<file path="src/rtl/serial_subt_pkg.sv">
// Shared types and bit-level helpers for the bit-serial subtractor.
package serial_subt_pkg;

    // Controller states of the serial subtractor.
    typedef enum logic [1:0] {
        IDLE  = 2'd0,
        SHIFT = 2'd1,
        DONE  = 2'd2
    } state_t;

    // Difference bit of a single full-subtract step.
    function automatic logic sub_diff(input logic x, input logic y, input logic bin);
        return x ^ y ^ bin;
    endfunction

    // Borrow-out of a single full-subtract step.
    function automatic logic sub_borrow(input logic x, input logic y, input logic bin);
        return (~x & y) | (~(x ^ y) & bin);
    endfunction

endpackage

</file>
<file path="src/rtl/full_subt.sv">
// Combinational one-bit full-subtract cell: d = x - y - bin, bout = borrow.
module full_subt
    import serial_subt_pkg::*;
(
    input  logic x,
    input  logic y,
    input  logic bin,
    output logic d,
    output logic bout
);

    // Difference and borrow of one bit position.
    always_comb begin
        d    = sub_diff(x, y, bin);
        bout = sub_borrow(x, y, bin);
    end

endmodule

</file>
<file path="src/rtl/serial_subtractor.sv">
// Bit-serial WIDTH-bit subtractor (a - b), LSB first, one bit per clock,
// with a start/busy/done handshake.
// Optional build macro SERIAL_SUBT_OVF_EN enables the signed overflow flag;
// without it ovf is a constant 0 and no operand MSB capture is built.
module serial_subtractor
    import serial_subt_pkg::*;
#(
    parameter int WIDTH = 8
) (
    input  logic             clk,
    input  logic             rst_n,
    input  logic             start,
    input  logic [WIDTH-1:0] a,
    input  logic [WIDTH-1:0] b,
    output logic             busy,
    output logic             done,
    output logic [WIDTH-1:0] diff,
    output logic             borrow,
    output logic             ovf
);

    localparam int            CW       = $clog2(WIDTH + 1);
    localparam logic [CW-1:0] CNT_LAST = CW'(WIDTH - 1);

    state_t           state_r;
    logic [WIDTH-1:0] a_r;
    logic [WIDTH-1:0] b_r;
    logic [WIDTH-1:0] dreg_r;
    logic             bor_r;
    logic [CW-1:0]    cnt_r;

    logic             d_s;
    logic             bout_s;
    logic [WIDTH-1:0] diff_next_s;
    logic             load_s;
    logic             fin_s;

    full_subt u_cell (
        .x    (a_r[0]),
        .y    (b_r[0]),
        .bin  (bor_r),
        .d    (d_s),
        .bout (bout_s)
    );

    // Next diff-register value, load acceptance and final-bit detection.
    always_comb begin
        diff_next_s            = dreg_r >> 1;
        diff_next_s[WIDTH-1]   = d_s;
        load_s = start && ((state_r == IDLE) || (state_r == DONE));
        fin_s  = (state_r == SHIFT) && (cnt_r == CNT_LAST);
    end

    // Controller, datapath shift registers and registered result outputs.
    always_ff @(posedge clk or negedge rst_n) begin
        if (!rst_n) begin
            state_r <= IDLE;
            a_r     <= '0;
            b_r     <= '0;
            dreg_r  <= '0;
            bor_r   <= 1'b0;
            cnt_r   <= '0;
            busy    <= 1'b0;
            done    <= 1'b0;
            diff    <= '0;
            borrow  <= 1'b0;
        end else begin
            case (state_r)
                IDLE: begin
                    done <= 1'b0;
                    if (load_s) begin
                        a_r     <= a;
                        b_r     <= b;
                        bor_r   <= 1'b0;
                        cnt_r   <= '0;
                        busy    <= 1'b1;
                        state_r <= SHIFT;
                    end else begin
                        busy    <= 1'b0;
                        state_r <= IDLE;
                    end
                end
                SHIFT: begin
                    a_r    <= a_r >> 1;
                    b_r    <= b_r >> 1;
                    dreg_r <= diff_next_s;
                    bor_r  <= bout_s;
                    cnt_r  <= cnt_r + CW'(1);
                    if (fin_s) begin
                        diff    <= diff_next_s;
                        borrow  <= bout_s;
                        busy    <= 1'b0;
                        done    <= 1'b1;
                        state_r <= DONE;
                    end else begin
                        busy    <= 1'b1;
                        done    <= 1'b0;
                        state_r <= SHIFT;
                    end
                end
                DONE: begin
                    done <= 1'b0;
                    if (load_s) begin
                        a_r     <= a;
                        b_r     <= b;
                        bor_r   <= 1'b0;
                        cnt_r   <= '0;
                        busy    <= 1'b1;
                        state_r <= SHIFT;
                    end else begin
                        busy    <= 1'b0;
                        state_r <= IDLE;
                    end
                end
                default: begin
                    busy    <= 1'b0;
                    done    <= 1'b0;
                    state_r <= IDLE;
                end
            endcase
        end
    end

`ifdef SERIAL_SUBT_OVF_EN
    logic a_msb_r;
    logic b_msb_r;

    // Capture operand sign bits on load; flag signed overflow on the final bit.
    always_ff @(posedge clk or negedge rst_n) begin
        if (!rst_n) begin
            a_msb_r <= 1'b0;
            b_msb_r <= 1'b0;
            ovf     <= 1'b0;
        end else if (load_s) begin
            a_msb_r <= a[WIDTH-1];
            b_msb_r <= b[WIDTH-1];
        end else if (fin_s) begin
            ovf     <= (a_msb_r != b_msb_r) && (d_s != a_msb_r);
        end else begin
            ovf     <= ovf;
        end
    end
`else
    assign ovf = 1'b0;
`endif

endmodule

</file>
<file path="config.mk">
export PLATFORM = sky130hd
export DESIGN_NAME = serial_subtractor
export DESIGN_NICKNAME = d
export VERILOG_FILES = /design/src/rtl/serial_subt_pkg.sv /design/src/rtl/full_subt.sv /design/src/rtl/serial_subtractor.sv
export SDC_FILE = /design/constraint.sdc
export NUM_CORES = 1
export LEC_CHECK = 0
export BUFFER_PORTS_ARGS = -buffer_cell sky130_fd_sc_hd__buf_2
export CELL_PAD_IN_SITES_DETAIL_PLACEMENT = 1
export CELL_PAD_IN_SITES_GLOBAL_PLACEMENT = 1
export CORE_UTILIZATION = 40
export CTS_CLUSTER_DIAMETER = 200
export CTS_CLUSTER_SIZE = 16
export DETAILED_ROUTE_END_ITERATION = 12
export PLACE_DENSITY = 0.85
export REMOVE_ABC_BUFFERS = 1
export SETUP_SLACK_MARGIN = 0.5
export SLEW_MARGIN = 0
export SYNTH_ARGS = -nofsm -noshare
export SYNTH_HDL_FRONTEND = slang
export SYNTH_SLANG_ARGS = --single-unit
</file>
<file path="constraint.sdc">
create_clock -name clk -period 1.5 [get_ports clk]
set_clock_uncertainty 0.1 [all_clocks]
set_input_delay 0.075 -clock clk [delete_from_list [all_inputs] [get_ports clk]]
set_output_delay 0.075 -clock clk [all_outputs]
set_load 0.01 [all_outputs]
</file>
== Word-level counts from Yosys, hierarchy flattened ==
Cells that the tools add are included.
Operators by class
  add/sub/neg operators: 1
  equality and inequality tests: 4
  mux-type cells: 16
  bitwise gates (word level): 7
  reduce and logical (&&, ||, !) cells: 8
Operators with widths (number)
  $pmux 8 s2: 2
  $mux 8: 2
  $pmux 4 s2: 1
  $mux 1: 6
  $add 4x1->4 const B: 1
  $eq 4x3->1 const B: 1
  $mux 4: 1
  $pmux 1 s2: 2
  $pmux 2 s2: 1
  $reduce_and 2->1: 2
  $and 1x1->1: 2
  $eq 2x1->1 const B: 1
  $eq 2x2->1 const B: 1
  $logic_and 1x1->1: 2
  $logic_not 2->1: 1
  $mux 2: 1
  $ne 2x1->1 const B: 1
  $not 1->1: 2
  $reduce_bool 2->1: 1
  $reduce_or 2->1: 1
  $xor 1x1->1: 2
  $logic_or 1x1->1: 1
  $or 1x1->1: 1
Word-level totals
  register bits after elaboration: 42
  output and inout bits: 12
  word-level logic and storage cells: 46

== Depth between registers and ports, before layout ==
Gate-level depths: netlist (run 1).
  word-level depth: 5
  depth in mapped cells: 5
  mapped depth without buffers: 4

== Hierarchy ==
A second synthesis (run 1) with hierarchy kept.
Unflattened totals
  cell total of the unflattened synthesis: 155
  area total of the unflattened synthesis: 1737.9 µm²
Modules (own cells, without submodules)
  serial_subtractor: times used 1, cells each 151, area an instance 1706.6 µm²
  full_subt: times used 1, cells each 4, area an instance 31.3 µm²

== Least setup slack after synthesis (run 1) ==
OpenSTA, ideal clock, no wires.
  path kind: register -> register
  start: register cnt_r[0]
  end: register diff[0]
  setup time: 125 ps
  arrival: 1383 ps
  required time: 1275 ps
  setup slack: -108 ps
  cell stages (with the launch flop): 5
  clock period less this slack: 1608 ps
  cells stage by stage: dfrtp_1 ha_1 nand2_1 nor3_4 mux2_2
On the way
  longest elaborated chain between the ends: 3
RTL lines
  start: declaration: line serial_subtractor.sv:30  | logic [CW-1:0] cnt_r;
  start signal: assignment: line serial_subtractor.sv:88  | cnt_r <= cnt_r + CW'(1);
  $eq 4x3->1: line serial_subtractor.sv:51  | fin_s = (state_r == SHIFT) && (cnt_r == CNT_LAST);
  $logic_and 1x1->1: line serial_subtractor.sv:51
  $reduce_and 2->1 (no line)
  end signal: assignment: line serial_subtractor.sv:90  | diff <= diff_next_s;
  end: declaration: line serial_subtractor.sv:17  | output logic [WIDTH-1:0] diff,
Every way passes these cells.
A chain may end at the register's enable or synchronous reset.

== Worst setup path in the final report (run 1) ==
  start: register cnt_r[1]
  end: register diff[4]
Same word-level chain as after synthesis.

==> results of run 1 <==
==> cell type report <==
type	count	area [um^2]	share of cell area
flip-flops and latches	40	1000	0.344
multi-input cells	74	971	0.334
well taps	50	62.6	0.0215
clock buffers	7	96.3	0.0331
repair buffers	81	729	0.251
inverters	5	18.8	0.00645
clock inverters	1	30.0	0.0103
==> routing by layer <==
layer,share of wire,GRT usage,vias up,routed length [um]
met2,0.49,0.376,46,3350
met1,0.43,0.282,742,2950
li1,-,-,603,-
met4,0.034,0.128,0,237
met3,0.049,0.0733,21,339
met5,0,0,-,0
==> flip-flops by register name (all words and copies together) (netlist names) <==
register  cells
bor_r         1
cnt_r         4
a_r           8
b_r           8
done          1
state_r       2
borrow        1
diff          8
dreg_r        7
==> worst max-delay path, stage by stage (launching register included) <==
cell	delay, ns
dfrtp_1	0.39
ha_2	0.23
nand2_4	0.07
nor3_4	0.19
buf_6	0.19
mux2_4	0.32
==> path summary, 6_finish.rpt <==
kind / end / slack, ns / cells after the start
max: diff[4]$_DFFE_PN0P_ / -0.12 / 5
min: a_r[6]$_DFFE_PN0P_ / 0.03 / 3
max reg2reg: diff[4]$_DFFE_PN0P_ / -0.12 / 5
min reg2reg: b_r[5]$_DFFE_PN0P_ / 0.43 / 1
max in group asynchronous: dreg_r[1]$_DFFE_PN0N_ / 0.64 / 3
min in group asynchronous: b_r[6]$_DFFE_PN0P_ / 0.15 / 2
==> cells in the mapped netlist <==
cell type	number
nand2_1	2
buf_2	3
fa_1	1
mux2i_1	5
nand3_1	4
nor3_4	1
o21ai_0	5
buf_1	1
buf_6	1
nand2b_1	2
nor3_1	1
nor2_1	2
inv_1	5
nand4b_1	1
nor3b_1	1
dfrtp_1	40
conb_1	1
o22ai_1	2
a22o_1	1
buf_4	1
a21oi_1	1
xnor2_1	1
mux2_2	41
ha_1	1
nand2_2	1
==> cell families (layout without fill, tap and decap cells) <==
kind of cell    count (synthesis)  after routing  share of synthesized area
flops                          40             40                      0.570
compound gates                  9              9                     0.0292
mux                            46             46                      0.291
buf+inv                        11             94                     0.0320
xor+xnor                        1              1                    0.00499
other cells                     1              1                    0.00213
fa+ha+maj                       2              2                     0.0185
simple gates                   15             15                     0.0520
==> power breakdown <==
group / switching, W / total (W) / internal, W
Clock: 0.000431 / 0.00102 / 0.000588
Sequential: 0.000442 / 0.00203 / 0.00159
Combinational: 0.00168 / 0.00423 / 0.00255
Total: 0.00255 / 0.00728 / 0.00473
==> through the flow <==
stage	setup TNS (ns)	total power (W)	setup WS (ns)	utilization	hold slack [ns]
after global placement	-0.0429	0.00373	-0.00668	0.501	-0.0657
after CTS	-0.00232	0.00568	-0.00232	0.604	0.0230
final	-0.936	0.00728	-0.124	0.707	0.0319
after detailed placement	-0.746	0.00392	-0.103	0.501	-0.0488
after floorplan	-21.18	0.00313	-0.779	-	-0.321
after global routing	-1.32	0.00755	-0.125	0.707	0.0316
==> timing repair <==
action                                 4_1_cts  5_1_grt
resized for setup                           57       41
gates cloned                                 0        2
buffers inserted                             8       25
setup endpoints to repair                   51       51
pin swaps                                    6       13
endpoints found under the hold margin       43        0
hold buffers                                 4        0
==> reports/metrics.csv, run 1 <==
stage,metric,value,unit
timing,drv_slew,0,
synthesis,synth_area_leader_cell,dfrtp_1,
clock_network,cts_max_level,2,
floorplanning,ios,31,
placement,dp_hpwl,2640,um
final_layout,layout.nets,228,
synthesis,synth_seq_cells,40,
routing,drt_pass1_iterations,4,
floorplanning,start_util,0.427,
critical_path,start_kind,flop,
critical_path,critical_path_class,flop to flop,
synthesis,synth.top_cell.area_share,0.570,
synthesis,ys_top_cells_by_area,"dfrtp_1 57%, mux2_2 26%, mux2i_1 2.8%",
final_layout,drive_gt1_frac,0.716,
clock_network,clk_latency,0.31,ns
final_layout,final_common_cell,mux2_4,
timing,rsz0062_at_grt,true,
routing,wl,6870,um
critical_path,startpoint,cnt_r[1]$_DFFE_PN0P_,
floorplanning,die_h,68.3,um
hold_path,min-delay-start,a[6],
clock_network,cts_tree,built,
final_layout,layout_common_cells,"40 x mux2_4, 39 x dfrtp_1, 26 x buf_2",
timing,period_needed,1.62,ns
power,powerDensity,2500,nW/um^2
global_routing,grt_use_total,0.236,
hold_path,worstHoldPathType,input port to flop,
floorplanning,core,4120,um^2
timing,timing.final.ws_setup,-0.124,ns
global_routing,grt_pass1_vias,1353,
critical_path,critical_path_arrival,1.71,ns
status,violations,negative setup slack,
critical_path,endpoint_kind,flop,
global_routing,grt_pass1_wl,7440,um
synthesis,avgSynthCellArea,14.1,um^2
floorplanning,die_w,68.3,um
routing,viasPerCell,5.47,
critical_path,crit_fanout,7,
timing,setup_viol,15,
critical_path,r2r_start,cnt_r[1]$_DFFE_PN0P_,
final_layout,final_area,2910,um^2
routing,drt-wirelength-per-cell,26.6,um
status,outcome,finished with violations,
critical_path,required,1.59,ns
routing,antenna_left,0,
routing,drc_errors,0,
routing,vias,1412,
floorplanning,rows,23,
final_layout,antenna_cells,0,
synthesis,ys_types,25,
clock_network,clock_tree.buffer_depth,2,
power,p_leak,1.48,nW
final_layout,area_growth,65.7,%
final_layout,stdcell_count,258,
clock_network,clock-root-buffer,clkbuf_8,
placement,placed_cell_area,2060,um^2
timing,hold_viol,0,
synthesis,ys.warnings.count,0,
clock_network,cts_buffers,5,
timing,fmax,616,MHz
clock_network,path_clk_slew,0.09,ns
routing,drt_iter0_markers,94,
final_layout,fillers,359,
global_routing,grt_max_degree,23,
timing,period_share,1.08,
placement,place.gp.congestion,0.792,
placement,io_buffers,29,
synthesis,synth_area,1760,um^2
global_routing,gr-total-overflow,0,
placement,dp_cells,211,
power,ir_drop,0.00152,V
floorplanning,die_area,4660,um^2
clock_network,clock_sinks,40,
synthesis,synth_cells,125,
global_routing,antenna_found_initial,0,
job,max_cap_viol_count,0,
synthesis,seq_area_frac_synth,0.570,
Note: power is estimated with default switching activity, not from simulation.
==> run 2, diff against run 1 <==
--- a/config.mk
+++ b/config.mk
@@ -8,14 +8,15 @@
 export BUFFER_PORTS_ARGS = -buffer_cell sky130_fd_sc_hd__buf_2
 export CELL_PAD_IN_SITES_DETAIL_PLACEMENT = 1
 export CELL_PAD_IN_SITES_GLOBAL_PLACEMENT = 1
-export CORE_UTILIZATION = 40
+export CORE_UTILIZATION = 38
 export CTS_CLUSTER_DIAMETER = 200
 export CTS_CLUSTER_SIZE = 16
 export DETAILED_ROUTE_END_ITERATION = 12
-export PLACE_DENSITY = 0.85
+export PLACE_DENSITY = 0.84
 export REMOVE_ABC_BUFFERS = 1
 export SETUP_SLACK_MARGIN = 0.5
 export SLEW_MARGIN = 0
 export SYNTH_ARGS = -nofsm -noshare
 export SYNTH_HDL_FRONTEND = slang
+export SYNTH_HIERARCHICAL = 1
 export SYNTH_SLANG_ARGS = --single-unit
==> reports/metrics.csv, run 2 <==
stage,metric,value,unit,change
status,outcome,finished with violations,,
status,violations,negative setup slack,,
routing,viasPerCell,5.20,,-4.9%
routing,vias,1535,,+8.7%
global_routing,grt_use_total,0.243,,+0.00705
final_layout,final_common_cell,dfrtp_1,,
routing,antenna_left,0,,unchanged
final_layout,layout_common_cells,"40 x dfrtp_1, 28 x buf_2, 19 x buf_4",,
critical_path,endpoint_kind,flop,,
floorplanning,ios,31,,unchanged
critical_path,path_depth,6,,+1
power,powerDensity,2160,nW/um^2,-14%
final_layout,top_regs,"a_r: 8 flops, b_r: 8 flops, diff: 8 flops",,
placement,dp_slack,-0.314,ns,-0.211 ns
routing,drc_errors,0,,unchanged
global_routing,grt_max_degree,41,,+78%
routing,drt_pass1_iterations,4,,unchanged
hold_path,hold_depth,4,,+1
power,switching_share,0.394,,+0.0435
critical_path,reg2regPathDepth,6,,+1
clock_network,cts_max_level,2,,unchanged
final_layout,area_growth,75.8,%,
global_routing,gr-total-overflow,0,,unchanged
critical_path,max_stage_delay,0.39,ns,about the same
timing,period_needed,1.62,ns,-0.00225 ns
clock_network,cts_tree,built,,
critical_path,path_delay_family,buffers and inverters,,
final_layout,layout.nets,266,,+17%
global_routing,grt_pass1_wl,8820,um,+19%
floorplanning,start_util,0.396,,-0.0305
global_routing,antenna_found_initial,0,,unchanged
clock_network,clk_latency,0.29,ns,-0.02 ns
routing,drt-wirelength-per-cell,21.2,um,-20%
critical_path,cp_common_cell,buf_6,,
critical_path,start_kind,flop,,
critical_path,critical_path_arrival,1.70,ns,about the same
final_layout,fillers,433,,+21%
final_layout,stdcell_count,295,,+14%
hold_path,worstHoldPathType,input port to flop,,
placement,io_buffers,29,,unchanged
synthesis,ys_top_cells_by_area,"dfrtp_1 58%, mux2i_1 9.8%, mux2_2 6.5%",,
critical_path,crit_fanout,5,,-2
power,pwr-share-comb,0.603,,+0.022
timing,fmax,617,MHz,+0.14%
synthesis,async_flop_share,1.00,,unchanged
critical_path,critical_path_class,flop to flop,,
global_routing,grt_pass1_vias,1744,,+29%
critical_path,required,1.57,ns,-0.02 ns
synthesis,synth_area_leader_cell,dfrtp_1,,
synthesis,ys_types,22,,-12%
synthesis,synth.top_cells.by_count,"40 x dfrtp_1, 24 x nand2_1, 18 x o21ai_0",,
critical_path,critPathBufInv,3,,+2
placement,place.gp.congestion,0.723,,-8.8%
routing,wl,6260,um,-9.0%
power,cell_internal_pwr,0.00401,W,-15%
synthesis,synth_area,1740,um^2,-1.1%
floorplanning,die_h,69.6,um,+2.0%
clock_network,clock_tree.buffer_depth,2,,unchanged
synthesis,synth_seq_cells,40,,unchanged
floorplanning,rows,24,,+4.3%
final_layout,drive_gt1_frac,0.601,,-0.116
critical_path,slowest_stage,dfrtp_1,,
clock_network,cts_buffers,5,,unchanged
timing,setup_viol,12,,-3
timing,tightest_slew,0.515,ns,
synthesis,synth_cells,155,,+24%
timing,rsz0062_at_grt,true,,
floorplanning,core,4380,um^2,+6.5%
synthesis,synth_edf_count,0,,unchanged
synthesis,synth_most_common_cell,dfrtp_1,,
synthesis,ys.warnings.count,6,,+6
clock_network,path_clk_slew,0.07,ns,-0.02 ns
power,ir_drop,0.000891,V,-41%
synthesis,synth.top_cell.area_share,0.576,,+0.00615
placement,dp_hpwl,2660,um,+0.80%
clock_network,clock_sinks,40,,unchanged
timing,hold_viol,0,,unchanged
timing,timing.final.ws_setup,-0.121,ns,+0.00225 ns
power,power.switching,0.00260,W,+2.0%
clock_network,clock-root-buffer,clkbuf_8,,
synthesis,synth_top_flop_cell,dfrtp_1,,
power,p_leak,1.50,nW,+1.2%
timing,drv_slew,0,,unchanged
final_layout,antenna_cells,0,,unchanged
routing,drt_iter0_markers,80,,-15%
critical_path,cp_cell_sequence,buf_6 -> nand2b_4 -> nor3_4 -> buf_6 -> buf_12 -> mux2_4,,
placement,dp_cells,243,,+15%
power,clockPowerShare,0.098,,-0.042
timing,relSlewSlack,0.657,,
power,power_frac_seq,0.299,,+0.020
synthesis,seq_area_frac_synth,0.576,,+0.00615
floorplanning,die_w,69.6,um,+2.0%
synthesis,avgSynthCellArea,11.2,um^2,-20%
floorplanning,die_area,4850,um^2,+4.0%
timing,period_share,1.08,,-0.00150
job,max_cap_viol_count,0,,unchanged
timing,fin_setup_tns,-1.07,ns,-0.138 ns
[run 2: worst paths after layout]
kind,start,slack (ns),end
worst max register to register,state_r[0]$_DFF_PN0_,-0.12,borrow$_DFFE_PN0P_
worst min register to register,diff[2]$_DFFE_PN0P_,0.41,diff[2]$_DFFE_PN0P_
max in group asynchronous,rst_n,0.66,cnt_r[1]$_DFFE_PN0P_
worst min-delay path,start,0.18,a_r[7]$_DFFE_PN0P_
min in group asynchronous,rst_n,0.29,dreg_r[5]$_DFFE_PN0N_
worst max-delay path,state_r[0]$_DFF_PN0_,-0.12,borrow$_DFFE_PN0P_
[run 2: cell families after synthesis]
group | Yosys count | share of synthesized area
and+or+nand+nor | 50 | 0.137
DFF | 40 | 0.576
muxes | 27 | 0.163
AOI/OAI and AO/OA | 21 | 0.0670
buffers and inverters | 13 | 0.0317
adders and majority gates | 2 | 0.0187
other | 1 | 0.00216
xor gates and xnor gates | 1 | 0.00504
[run 2: per-layer routing]
| metal | GRT usage | routed length, um | up-vias |
|---|---|---|---|
| met5 | 0 | 0 | - |
| met4 | 0.0778 | 145 | 0 |
| met3 | 0.0523 | 171 | 12 |
| met2 | 0.480 | 3620 | 40 |
| met1 | 0.250 | 2320 | 773 |
| li1 | - | - | 710 |
[run 2: what timing repair did]
item                                    CTS  global route
hold buffers                             17             0
resized for setup                        82            45
endpoints found under the setup margin   42            50
buffers inserted                         18             6
pin swaps                                16            10
gates cloned                              4             2
hold endpoints to repair                 56             0
[run 2: power by group through the flow]
stage                     clock [W]  sequential, W  combinational (W)
after global routing       0.000717        0.00202            0.00422
after CTS                  0.000662        0.00188            0.00304
final                      0.000650        0.00197            0.00398
after detailed placement          0        0.00186            0.00189
after floorplan                   0        0.00193            0.00100
after global placement            0        0.00182            0.00177
[run 2: tightest hold or removal path, stage by stage]
cell and delay (ns):
buf_2 0.10, buf_4 0.15, mux2i_1 0.09, o21ai_2 0.11
[run 2: layout make-up]
cell class              count  area, um^2  share of cell area
repair buffers             93         900               0.294
clock buffers               5        68.8              0.0225
inverters                   3        11.3             0.00369
flip-flops and latches     40        1000               0.328
multi-input cells         102        1010               0.330
well taps                  52        65.1              0.0213
[run 2: through the flow]
step	hold slack, ns	power (W)	cell area [um^2]	utilization
after floorplan	-0.321	0.00293	1690	-
after global placement	0.0632	0.00359	2040	0.466
after detailed placement	0.0718	0.00376	2040	0.466
after CTS	0.165	0.00558	2770	0.632
after global routing	0.194	0.00696	3060	0.697
final	0.178	0.00660	3060	0.697
==> run 3, diff against run 2 <==
--- a/config.mk
+++ b/config.mk
@@ -5,14 +5,15 @@
 export SDC_FILE = /design/constraint.sdc
 export NUM_CORES = 1
 export LEC_CHECK = 0
+export ABC_AREA = 1
 export BUFFER_PORTS_ARGS = -buffer_cell sky130_fd_sc_hd__buf_2
 export CELL_PAD_IN_SITES_DETAIL_PLACEMENT = 1
 export CELL_PAD_IN_SITES_GLOBAL_PLACEMENT = 1
-export CORE_UTILIZATION = 38
+export CORE_UTILIZATION = 37
 export CTS_CLUSTER_DIAMETER = 200
 export CTS_CLUSTER_SIZE = 16
 export DETAILED_ROUTE_END_ITERATION = 12
-export PLACE_DENSITY = 0.84
+export PLACE_DENSITY = 0.85
 export REMOVE_ABC_BUFFERS = 1
 export SETUP_SLACK_MARGIN = 0.5
 export SLEW_MARGIN = 0
@@ -20,3 +21,4 @@
 export SYNTH_HDL_FRONTEND = slang
 export SYNTH_HIERARCHICAL = 1
 export SYNTH_SLANG_ARGS = --single-unit
+export TNS_END_PERCENT = 5
==> reports/metrics.csv, run 3 <==
stage,metric,value,unit,change
hold_path,worstHoldPathType,input port to flop,,
power,power_frac_seq,0.367,,+0.068
routing,antenna_left,0,,unchanged
final_layout,final_util,0.519,,-0.178
routing,drt_pass1_iterations,4,,unchanged
placement,dp_hpwl,2830,um,+6.6%
clock_network,cts_tree,built,,
placement,dp_cells,310,,+28%
synthesis,synth_cells,218,,+41%
status,outcome,"finished, final reports clean",,
timing,fmax,746,MHz,+21%
global_routing,grt_pass1_vias,1677,,-3.8%
routing,viasPerCell,4.91,,-5.7%
floorplanning,ios,31,,unchanged
global_routing,antenna_found_initial,0,,unchanged
routing,drt_iter0_markers,77,,-3.8%
critical_path,cp_cell_sequence,ha_4 -> nand2_4 -> nor2_4 -> nand2_4 -> clkbuf_16 -> nand2_1 -> o21ai_2,,
final_layout,stdcell_count,340,,+15%
timing,hold_viol,0,,unchanged
global_routing,grt_max_degree,23,,-44%
final_layout,area_growth,34.5,%,
critical_path,start_kind,flop,,
floorplanning,die_h,72.4,um,+4.0%
synthesis,synth_edf_count,0,,unchanged
synthesis,synth_top_flop_cell,dfrtp_1,,
clock_network,path_clk_slew,0.07,ns,about the same
timing,drv_slew,0,,unchanged
synthesis,avgSynthCellArea,8.42,um^2,-25%
floorplanning,die_area,5250,um^2,+8.2%
routing,vias,1669,,+8.7%
power,power.switching,0.00220,W,-15%
final_layout,final_area,2470,um^2,-19%
final_layout,top_regs,"a_r: 8 flops, b_r: 8 flops, diff: 8 flops",,
synthesis,synth.top_cells.by_count,"94 x nand2_1, 40 x dfrtp_1, 21 x nand3_1",,
synthesis,synth_top_family_by_area,simple AND/OR/NAND/NOR gates,,
synthesis,synth_area_leader_cell,dfrtp_1,,
placement,io_buffers,29,,unchanged
final_layout,final_common_cell,nand2_1,,
synthesis,synthXorXnorAreaFrac,0,,-0.00504
critical_path,critical_path_arrival,1.43,ns,-0.27 ns
global_routing,gr-total-overflow,0,,unchanged
routing,drc_errors,0,,unchanged
clock_network,clock_tree.buffer_depth,2,,unchanged
synthesis,ys_types,16,,-27%
final_layout,layout_common_cells,"90 x nand2_1, 40 x dfrtp_1, 29 x buf_2",,
critical_path,max_stage_delay,0.40,ns,about the same
job,max_cap_viol_count,0,,unchanged
timing,fin_setup_tns,0,ns,+1.07 ns
floorplanning,die_w,72.4,um,+4.0%
final_layout,layout.nets,293,,+10%
floorplanning,start_util,0.386,,-0.0104
final_layout,antenna_cells,0,,unchanged
critical_path,critical_path_class,flop to flop,,
timing,rsz0062_at_grt,true,,
synthesis,synth-compound-area-share,0.0811,,+0.0142
power,switching_share,0.431,,+0.0378
placement,placed_cell_area,2080,um^2,+1.7%
synthesis,muxShareOfSynthArea,0,,-0.163
power,cell_internal_pwr,0.00290,W,-28%
placement,place.gp.congestion,0.731,,+1.2%
floorplanning,rows,25,,+4.2%
timing,period_needed,1.34,ns,-0.280 ns
clock_network,clock_sinks,40,,unchanged
power,powerDensity,2070,nW/um^2,-4.4%
power,p_leak,1.33,nW,-11%
clock_network,clk_latency,0.30,ns,about the same
timing,relSlewSlack,0.655,,-0.00220
critical_path,crit_fanout,5,,unchanged
critical_path,rrSetupSlack,0.16,ns,+0.28 ns
synthesis,synth_seq_cells,40,,unchanged
synthesis,ys.warnings.count,6,,unchanged
timing,tightest_slew,0.518,ns,+0.00331 ns
critical_path,cp_common_cell,nand2_4,,
synthesis,synth.top_cell.area_share,0.545,,-0.0306
synthesis,synth_area,1840,um^2,+5.6%
power,pwr-share-comb,0.483,,-0.120
routing,drt-wirelength-per-cell,15.9,um,-25%
clock_network,clock-root-buffer,clkbuf_8,,
power,clockPowerShare,0.150,,+0.052
critical_path,required,1.59,ns,+0.02 ns
synthesis,ys_top_cells_by_area,"dfrtp_1 55%, nand2_1 19%, nand3_1 5.7%",,
timing,period_share,0.894,,-0.187
timing,setup_viol,0,,-12
synthesis,seq_area_frac_synth,0.545,,-0.0306
synthesis,async_flop_share,1.00,,unchanged
synthesis,synth-simple-area-share,0.270,,+0.133
critical_path,endpoint_kind,flop,,
global_routing,grt_use_total,0.206,,-0.0372
floorplanning,core,4750,um^2,+8.4%
clock_network,cts_buffers,5,,unchanged
final_layout,drive_gt1_frac,0.271,,-0.330
global_routing,grt_pass1_wl,8030,um,-8.9%
synthesis,synthAdderAreaFrac,0.0177,,-0.000995
critical_path,slowest_stage,dfrtp_1,,
power,ir_drop,0.000766,V,-14%
clock_network,cts_max_level,2,,unchanged
synthesis,synth_most_common_cell,nand2_1,,
routing,wl,5400,um,-14%
==> run 3: stage by stage <==
stage	hold WS, ns	power, W	setup slack [ns]
2_1_floorplan	-0.321	0.00307	-0.817
4_1_cts	0.00223	0.00477	0.164
6_report	0.00697	0.00510	0.159
5_1_grt	0.0306	0.00547	0.109
3_3_place_gp	-0.0256	0.00373	0.153
3_5_place_dp	-0.0104	0.00387	0.0978
==> run 3: worst paths after layout <==
| kind | from | endpoint | cells after the start |
|---|---|---|---|
| min reg2reg | diff[1]$_DFFE_PN0P_ | diff[1]$_DFFE_PN0P_ | 2 |
| min in group asynchronous | rst_n | dreg_r[6]$_DFFE_PN0N_ | 2 |
| max in group asynchronous | rst_n | diff[3]$_DFFE_PN0P_ | 3 |
| max | cnt_r[0]$_DFFE_PN0P_ | diff[6]$_DFFE_PN0P_ | 7 |
| max reg2reg | cnt_r[0]$_DFFE_PN0P_ | diff[6]$_DFFE_PN0P_ | 7 |
| min | a[4] | a_r[4]$_DFFE_PN0P_ | 5 |
==> run 3: logic make-up after synthesis <==
| logic type | after synthesis |
|---|---|
| buffers and inverters | 31 |
| DFF | 40 |
| AOI/OAI and AO/OA | 23 |
| adders and majority gates | 2 |
| other | 1 |
| and+or+nand+nor | 121 |
==> run 3: final cells by class <==
cell class | instances | area [um^2]
sequential | 40 | 1000
tap | 67 | 83.8
clock buffer | 7 | 86.3
timing repair buffer | 59 | 480
clock inverter | 1 | 7.51
fill | 575 | 2290
inverter | 19 | 71.3
multi-input combinational | 147 | 738
==> run 3: routing by layer <==
metal / track usage / vias up / wire length (um) / part of all wire
met1: 0.251 / 826 / 2170 / 0.40
met3: 0.0486 / 22 / 155 / 0.029
met5: 0 / - / 0 / 0
met2: 0.348 / 38 / 2860 / 0.53
met4: 0.0893 / 0 / 223 / 0.041
li1: - / 783 / - / -
==> run 3: worst max-delay path: cells and delay by family (launching register included) <==
kind / cells / cell delay (ns)
buffers and inverters: 1 / 0.17
DFF: 1 / 0.40
adders and majority gates: 1 / 0.16
and+or+nand+nor: 4 / 0.35
AOI/OAI and AO/OA: 1 / 0.05
==> run 3: timing repair <==
item / CTS / global route
pin swaps: 2 / 4
gates resized for setup: 6 / 13
buffers inserted: 2 / 3
hold buffers: 15 / 0
gates cloned: 0 / 2
setup endpoints to repair: 44 / 51
hold endpoints to repair: 33 / 0
==> run 3: power groups by stage <==
stage | logic (W) | registers (W) | clock network (W)
after floorplan | 0.00119 | 0.00187 | 0
after global placement | 0.00192 | 0.00182 | 0
after detailed placement | 0.00203 | 0.00184 | 0
after CTS | 0.00218 | 0.00182 | 0.000773
after global routing | 0.00273 | 0.00193 | 0.000814
final | 0.00246 | 0.00187 | 0.000763
